## config.mk

```make
export PLATFORM = sky130hd
export DESIGN_NAME = pipe_stall_ctrl
export DESIGN_NICKNAME = d
export VERILOG_FILES = /design/src/rtl/pipe_stall_ctrl.sv
export SDC_FILE = /design/constraint.sdc
export NUM_CORES = 1
export LEC_CHECK = 0
export ABC_AREA = 1
export BUFFER_PORTS_ARGS = -buffer_cell sky130_fd_sc_hd__buf_2
export CORE_AREA = 2 2 48 50
export DETAILED_ROUTE_END_ITERATION = 7
export DIE_AREA = 0 0 50 52
export MAX_ROUTING_LAYER = met4
export PLACE_DENSITY = 0.76
export SLEW_MARGIN = 0
export SYNTH_ARGS = -nofsm -noshare
export SYNTH_HDL_FRONTEND = slang
export SYNTH_SLANG_ARGS = --single-unit
```

## constraint.sdc

```tcl
create_clock -name clk -period 1.6 [get_ports clk]
set_input_delay 0.16 -clock clk [delete_from_list [all_inputs] [get_ports clk]]
set_output_delay 0.16 -clock clk [all_outputs]
set_load 0.05 [all_outputs]
```

## src/rtl/pipe_stall_ctrl.sv

```systemverilog
// Pipeline stall/flush control for the IITB-RISC 5-stage pipeline.
// Handles load-use bubbles, branch flushes and LM/SM micro-op sequencing.
module pipe_stall_ctrl (
   input  logic       clk,
   input  logic       reset,
   input  logic       nop,
   input  logic       flush,
   input  logic       lmsm_start,
   input  logic [7:0] lmsm_mask,
   output logic       pc_en,
   output logic       if_id_en,
   output logic       id_rr_en,
   output logic       rr_ex_bubble,
   output logic       if_id_flush,
   output logic       id_rr_flush,
   output logic       lmsm_valid,
   output logic [2:0] lmsm_reg,
   output logic [2:0] lmsm_offset,
   output logic       lmsm_first,
   output logic       lmsm_last
);

   typedef enum logic [0:0] {IDLE = 1'b0, SEQ = 1'b1} state_t;

   state_t     state_r, state_s;
   logic [7:0] rem_mask_r, rem_mask_s;
   logic [2:0] offset_r, offset_s;
   logic       lu_block_r, lu_block_s;

   // Index of the lowest set bit; ascending register order R0 -> R7.
   function automatic logic [2:0] low_idx(input logic [7:0] m);
      logic [2:0] idx;
      idx = 3'd0;
      for (int i = 7; i >= 0; i--) begin
         if (m[i]) idx = i[2:0];
         else      idx = idx;
      end
      return idx;
   endfunction

   function automatic logic multi_bit(input logic [7:0] m);
      return (m & (m - 8'd1)) != 8'd0;
   endfunction

   // Next-state and same-cycle control outputs.
   always_comb begin
      pc_en        = 1'b1;
      if_id_en     = 1'b1;
      id_rr_en     = 1'b1;
      rr_ex_bubble = 1'b0;
      if_id_flush  = 1'b0;
      id_rr_flush  = 1'b0;
      lmsm_valid   = 1'b0;
      lmsm_reg     = 3'd0;
      lmsm_offset  = 3'd0;
      lmsm_first   = 1'b0;
      lmsm_last    = 1'b0;
      state_s      = state_r;
      rem_mask_s   = rem_mask_r;
      offset_s     = offset_r;
      lu_block_s   = 1'b0;

      if (flush) begin
         if_id_flush  = 1'b1;
         id_rr_flush  = 1'b1;
         rr_ex_bubble = 1'b1;
         state_s      = IDLE;
         rem_mask_s   = 8'd0;
         offset_s     = 3'd0;
      end else begin
         case (state_r)
            IDLE: begin
               if (nop && !lu_block_r) begin
                  pc_en        = 1'b0;
                  if_id_en     = 1'b0;
                  id_rr_en     = 1'b0;
                  rr_ex_bubble = 1'b1;
                  lu_block_s   = 1'b1;
               end else if (lmsm_start && (lmsm_mask != 8'd0)) begin
                  lmsm_valid = 1'b1;
                  lmsm_first = 1'b1;
                  lmsm_reg   = low_idx(lmsm_mask);
                  if (multi_bit(lmsm_mask)) begin
                     pc_en      = 1'b0;
                     if_id_en   = 1'b0;
                     id_rr_en   = 1'b0;
                     rem_mask_s = lmsm_mask & (lmsm_mask - 8'd1);
                     offset_s   = 3'd1;
                     state_s    = SEQ;
                  end else begin
                     lmsm_last = 1'b1;
                  end
               end else begin
                  state_s = IDLE;
               end
            end
            SEQ: begin
               lmsm_valid  = 1'b1;
               lmsm_reg    = low_idx(rem_mask_r);
               lmsm_offset = offset_r;
               rem_mask_s  = rem_mask_r & (rem_mask_r - 8'd1);
               if (multi_bit(rem_mask_r)) begin
                  pc_en    = 1'b0;
                  if_id_en = 1'b0;
                  id_rr_en = 1'b0;
                  offset_s = offset_r + 3'd1;
               end else begin
                  // Return offset to 0 rather than letting 7 wrap.
                  lmsm_last = 1'b1;
                  offset_s  = 3'd0;
                  state_s   = IDLE;
               end
            end
            default: begin
               state_s    = IDLE;
               rem_mask_s = 8'd0;
               offset_s   = 3'd0;
            end
         endcase
      end
   end

   // State and sequencing registers.
   always_ff @(posedge clk or posedge reset) begin
      if (reset) begin
         state_r    <= IDLE;
         rem_mask_r <= 8'd0;
         offset_r   <= 3'd0;
         lu_block_r <= 1'b0;
      end else begin
         state_r    <= state_s;
         rem_mask_r <= rem_mask_s;
         offset_r   <= offset_s;
         lu_block_r <= lu_block_s;
      end
   end

endmodule

```

After elaboration in Yosys (flattened, before gate mapping)
Index checks and enable logic that the tools add are counted.
{ "totals": {"output_inout_bits": 15, "ff_bits": 13, "word_cells": 80, "inputBits": 13} }
{ "classes": {"eq_ne": 3, "add_sub_neg": 3, "muxes": 60, "n_reduce_logical": 7, "bitwise": 3} }
{ "op_table": {"columns": ["operator", "count"], "rows": [
  ["3-bit 2-to-1 mux", 26],
  ["8-bit 2-to-1 mux", 4],
  ["8-bit nonzero test", 3],
  ["1-bit 2-to-1 mux", 23],
  ["8-bit AND", 2],
  ["8-bit case mux with 2 select lines", 1],
  ["8-bit by 1-bit subtractor with 8-bit output (second input constant)", 2],
  ["3-bit case mux with 2 select lines", 2],
  ["3-bit != test (second input constant)", 3],
  ["1-bit case mux with 2 select lines", 4],
  ["3-bit by 1-bit adder with 3-bit output (second input constant)", 1],
  ["3-bit AND reduction", 1],
  ["1-bit logical AND", 2],
  ["1-bit zero test", 1],
  ["1-bit inverter", 1]
]} }

Longest topological paths before layout
{ "depth": {"word_depth": 12, "depth_mapped": 10, "depth_no_buf": 10} }

Least setup slack after synthesis
OpenSTA, ideal clock, no wires.
{ "synth_timing": {"path_kind": "register -> output", "startpoint": "reg state_r", "endpoint": "out lmsm_reg[0]", "path_slack_ns": -0.541, "path_stages_with_launch": 4, "n_path_buf": 0, "arrival_time_ns": 1.981, "required_time_ns": 1.440, "path_cell_list": "dfrtp_1 nor2_1 nand3_1 o31ai_1"} }
{ "synth_via": {"elab_chain_cells": 3} }
{ "synth_lines": {"columns": ["element", "line", "rtl"], "rows": [
  ["from (decl)", "25", "state_t state_r, state_s;"],
  ["from (signal assigned)", "131", "state_r <= state_s;"],
  ["1-bit inverter", null, null],
  ["3-bit case mux with 2 select lines (*)", "71", "case (state_r)"],
  ["3-bit 2-to-1 mux (*)", "63", "if (flush) begin"],
  ["to (decl)", "17", "output logic [2:0] lmsm_reg,"]
]} }
Mark *: on every way between the ends. The rest lies on a longest branch, timed or not.

Worst setup path in the final report
{ "layout_timing": {"startpoint": "reg rem_mask_r[3]", "endpoint": "out lmsm_last"} }
{ "layout_via": {"elab_chain_cells": 6} }
{ "layout_lines": {"columns": ["element", "line", "rtl"], "rows": [
  ["from (decl)", "26", "logic [7:0] rem_mask_r, rem_mask_s;"],
  ["from (signal assigned)", "132", "rem_mask_r <= rem_mask_s;"],
  ["8-bit by 1-bit subtractor with 8-bit output", "42", "return (m & (m - 8'd1)) != 8'd0;"],
  ["8-bit AND (*)", "42", null],
  ["8-bit nonzero test (*)", "42", null],
  ["1-bit 2-to-1 mux (*)", "102", "if (multi_bit(rem_mask_r)) begin"],
  ["1-bit case mux with 2 select lines (*)", "71", null],
  ["1-bit 2-to-1 mux (*)", "63", null],
  ["to (decl)", "20", "output logic lmsm_last"]
]} }
Marked as above.

==> results.py <==
metrics = {
    "clock_tree": {
        "cts_sinks": 12,
        "cts.path.max_buffers": 2,
        "clock_latency_ns": 0.28,
        "cts_tree": "done",
        "clk_pin_slew_ns": 0.08,
        "cts_buffers": 3,
        "root_buffer": "clkbuf_4",
        "cts_max_level": 1,
    },
    "synth": {
        "synth-edff-count": 0,
        "synth_compound_area_frac": 0.133,
        "synth_top_cell_by_area": "dfrtp_1",
        "synth_adder_area_share": 0.0122,
        "netlist_top_cells_area": "dfrtp_1 29%, nand2_1 17%, nand3_1 9.7%",
        "synth_seq_area_share": 0.292,
        "yosysUniqueCellTypes": 25,
        "yosysWarnings": 0,
        "synth-simple-area-share": 0.440,
        "yosysMostFrequentCell": "nand2_1",
        "synth.area.mux_share": 0,
        "synth_top_family_by_area": "simple AND/OR/NAND/NOR gates",
        "ys_ff_latch": 12,
        "synthXorXnorAreaFrac": 0.00852,
        "ys_top_cells_by_count": "46 x nand2_1, 24 x nor2_1, 20 x nand3_1",
        "netlist_area_sq_um": 1030,
        "syn_avg_cell_area_sq_um": 6.39,
        "synthesis.nets": 175,
        "ys_async_sr_fraction": 1.00,
        "ys.flop_type": "dfrtp_1",
        "synth.top_cell.area_share": 0.292,
        "postSynthCellCount": 161,
    },
    "placed_design": {
        "place.gp.congestion": 0.880,
        "place_area_sq_um": 1400,
        "dp_hpwl_mm": 2.31,
        "io_buffers": 27,
    },
    "global_routing": {
        "grt_max_degree": 13,
        "grt_pass1_vias": 1248,
        "grt_overflow": 0,
        "grt_pass1_wl_mm": 5.07,
        "track_usage": 0.265,
        "grt_antenna_before_repair": 0,
    },
    "timing": {
        "max_slew_margin": 0.692,
        "setup_viol": 7,
        "final.setup.tns_ns": -1.29,
        "layout_setup_ws_ns": -0.256,
        "period_minus_slack_ns": 1.86,
        "final.period_utilization": 1.16,
        "final.setup_skew_ns": 0.00355,
        "fmax_mhz": 539,
        "hold_ws_ns": 0.238,
        "slew_violations": 0,
        "rsz0062_at_grt": "yes",
        "tightest_slew_ns": 0.461,
        "finalHoldViolCount": 0,
    },
    "drt": {
        "via_count": 1312,
        "ant_nets": 0,
        "dr.pass1.iters": 4,
        "viasPerCell": 5.31,
        "post_drt_wl_per_cell_um": 13.6,
        "drc": 0,
        "wl_mm": 3.37,
        "drt_iter0_drc": 44,
    },
    "floorplan": {
        "dieArea_sq_um": 2600,
        "rows": 17,
        "die_h_um": 52,
        "start_util": 0.488,
        "coreArea_sq_um": 2110,
        "fp.dieW_um": 50,
        "io_pins": 28,
    },
    "outcome": {
        "status": "finished with violations",
        "violations": "setup timing",
    },
    "pwr": {
        "comb_power_share": 0.501,
        "p_int_uw": 717,
        "p_clk_frac": 0.204,
        "power_density_nw_per_um2": 751,
        "p_leak_uw": 0.000869,
        "seq_power_share": 0.295,
        "ir_drop_mv": 0.551,
        "switching_share": 0.412,
        "power_switching_uw": 503,
    },
    "layout": {
        "n_fill_cell": 156,
        "nets": 234,
        "diodes": 0,
        "areaGrowthSynthToFinish_pct": 57.9,
        "fin_area_sq_um": 1620,
        "drive_gt1_frac": 0.452,
    },
    "worst_setup_path": {
        "path_max_fanout": 3,
        "critPathArrivalTime_ns": 1.70,
        "worst_path_max_delay_cell": "dfrtp_2",
        "critPathRequiredTime_ns": 1.44,
        "start_kind": "flop",
        "worstSetupPathType": "reg -> out",
        "worstPathCellList": "nor2_2 > nand3_1 > nand2_1 > nand2_2 > nor2_4 > nand3_4 > a21oi_4 > buf_6",
        "cp-end-kind": "primary output",
        "cpPeakStageDelay_ns": 0.44,
    },
    "flow_run": {
        "drv_cap": 0,
    },
    "hold_path": {
        "hp-class": "in -> reg",
    },
}
-- sequential cells by signal, summed over array words and instances, names as in the netlist --
| signal | cells |
|---|---|
| offset_r | 3 |
| state_r | 1 |
| lu_block_r | 1 |
| rem_mask_r | 7 |
-- repair_timing --
action	4_1_cts	5_1_grt
pin swaps	8	8
setup buffers	4	0
hold buffers	1	0
endpoints found under the hold margin	12	0
endpoints found under the setup margin	7	9
gates cloned	0	0
gates resized for setup	27	18
-- layer usage --
layer	track usage	up-vias	wire [um]
met5	-	-	0
met2	0.500	41	1880
met4	0.0972	0	40
li1	-	636	-
met3	0.0489	5	149
met1	0.273	630	1300
-- cell usage in the layout (no fill, tap or decap), types with 2 or more instances in the layout --
cell	instances
nand3_2	6
buf_4	31
nand2_1	43
o31ai_2	3
a21oi_1	2
dfrtp_2	2
buf_6	5
o21ai_2	2
o22ai_1	5
nand3_1	15
o21ai_0	2
buf_2	19
inv_1	18
buf_8	3
nor2_1	16
o21ai_1	2
nand2_2	6
clkbuf_4	4
nand3_4	2
nor2_4	4
nor2_2	7
dfrtp_1	10
-- layout make-up --
class	count	area (sq um)	area share
Timing Repair Buffer	60	447	0.275
Clock buffer	4	36.3	0.0223
Inverter	19	71.3	0.0439
Multi-Input combinational cell	124	732	0.451
Tap cell	28	35.0	0.0216
Sequential cell	12	303	0.186
-- logic make-up (layout without fill, tap and decap cells) --
group / Yosys count / count (layout)
and+or+nand+nor: 101 / 101
adders and majority gates: 1 / 1
AOI/OAI and AO/OA: 21 / 21
buffers and inverters: 25 / 83
DFF: 12 / 12
xor gates and xnor gates: 1 / 1
-- power groups by stage --
| stage | clock network, uW | logic, uW | registers [uW] |
|---|---|---|---|
| after global routing | 268 | 651 | 364 |
| after global placement | 0 | 473 | 356 |
| final | 249 | 611 | 360 |
| after CTS | 247 | 558 | 354 |
| after detailed placement | 0 | 482 | 358 |
| after floorplan | 0 | 313 | 361 |
-- final timing paths --
kind,startpoint,endpoint,slack [ns],cells past startpoint
setup / recovery,rem_mask_r[3],lmsm_last,-0.26,8
hold / removal,nop,lu_block_r,0.24,5
setup reg to reg,rem_mask_r[3],offset_r[0],0.15,10
hold reg to reg,offset_r[0],offset_r[0],0.56,2
max in group asynchronous,reset,rem_mask_r[4],0.83,3
min in group asynchronous,reset,rem_mask_r[7],0.42,3
-- per-stage QoR --
step	setup WS [ns]	utilization	cells	total power (uW)
finish	-0.256	0.771	247	1220
global route	-0.325	0.771	247	1280
CTS	-0.247	0.746	247	1160
detailed placement	-0.177	0.665	238	840
global placement	-0.112	0.665	238	829
floorplan	-0.160	-	161	674
-- critical path, delay by kind of cell, from the launching register on --
kind / cells / cell delay (ns)
and+or+nand+nor: 6 / 0.67
buffers and inverters: 1 / 0.17
AOI/OAI and AO/OA: 1 / 0.14
DFF: 1 / 0.44
Power figures use the tool's default switching activity.
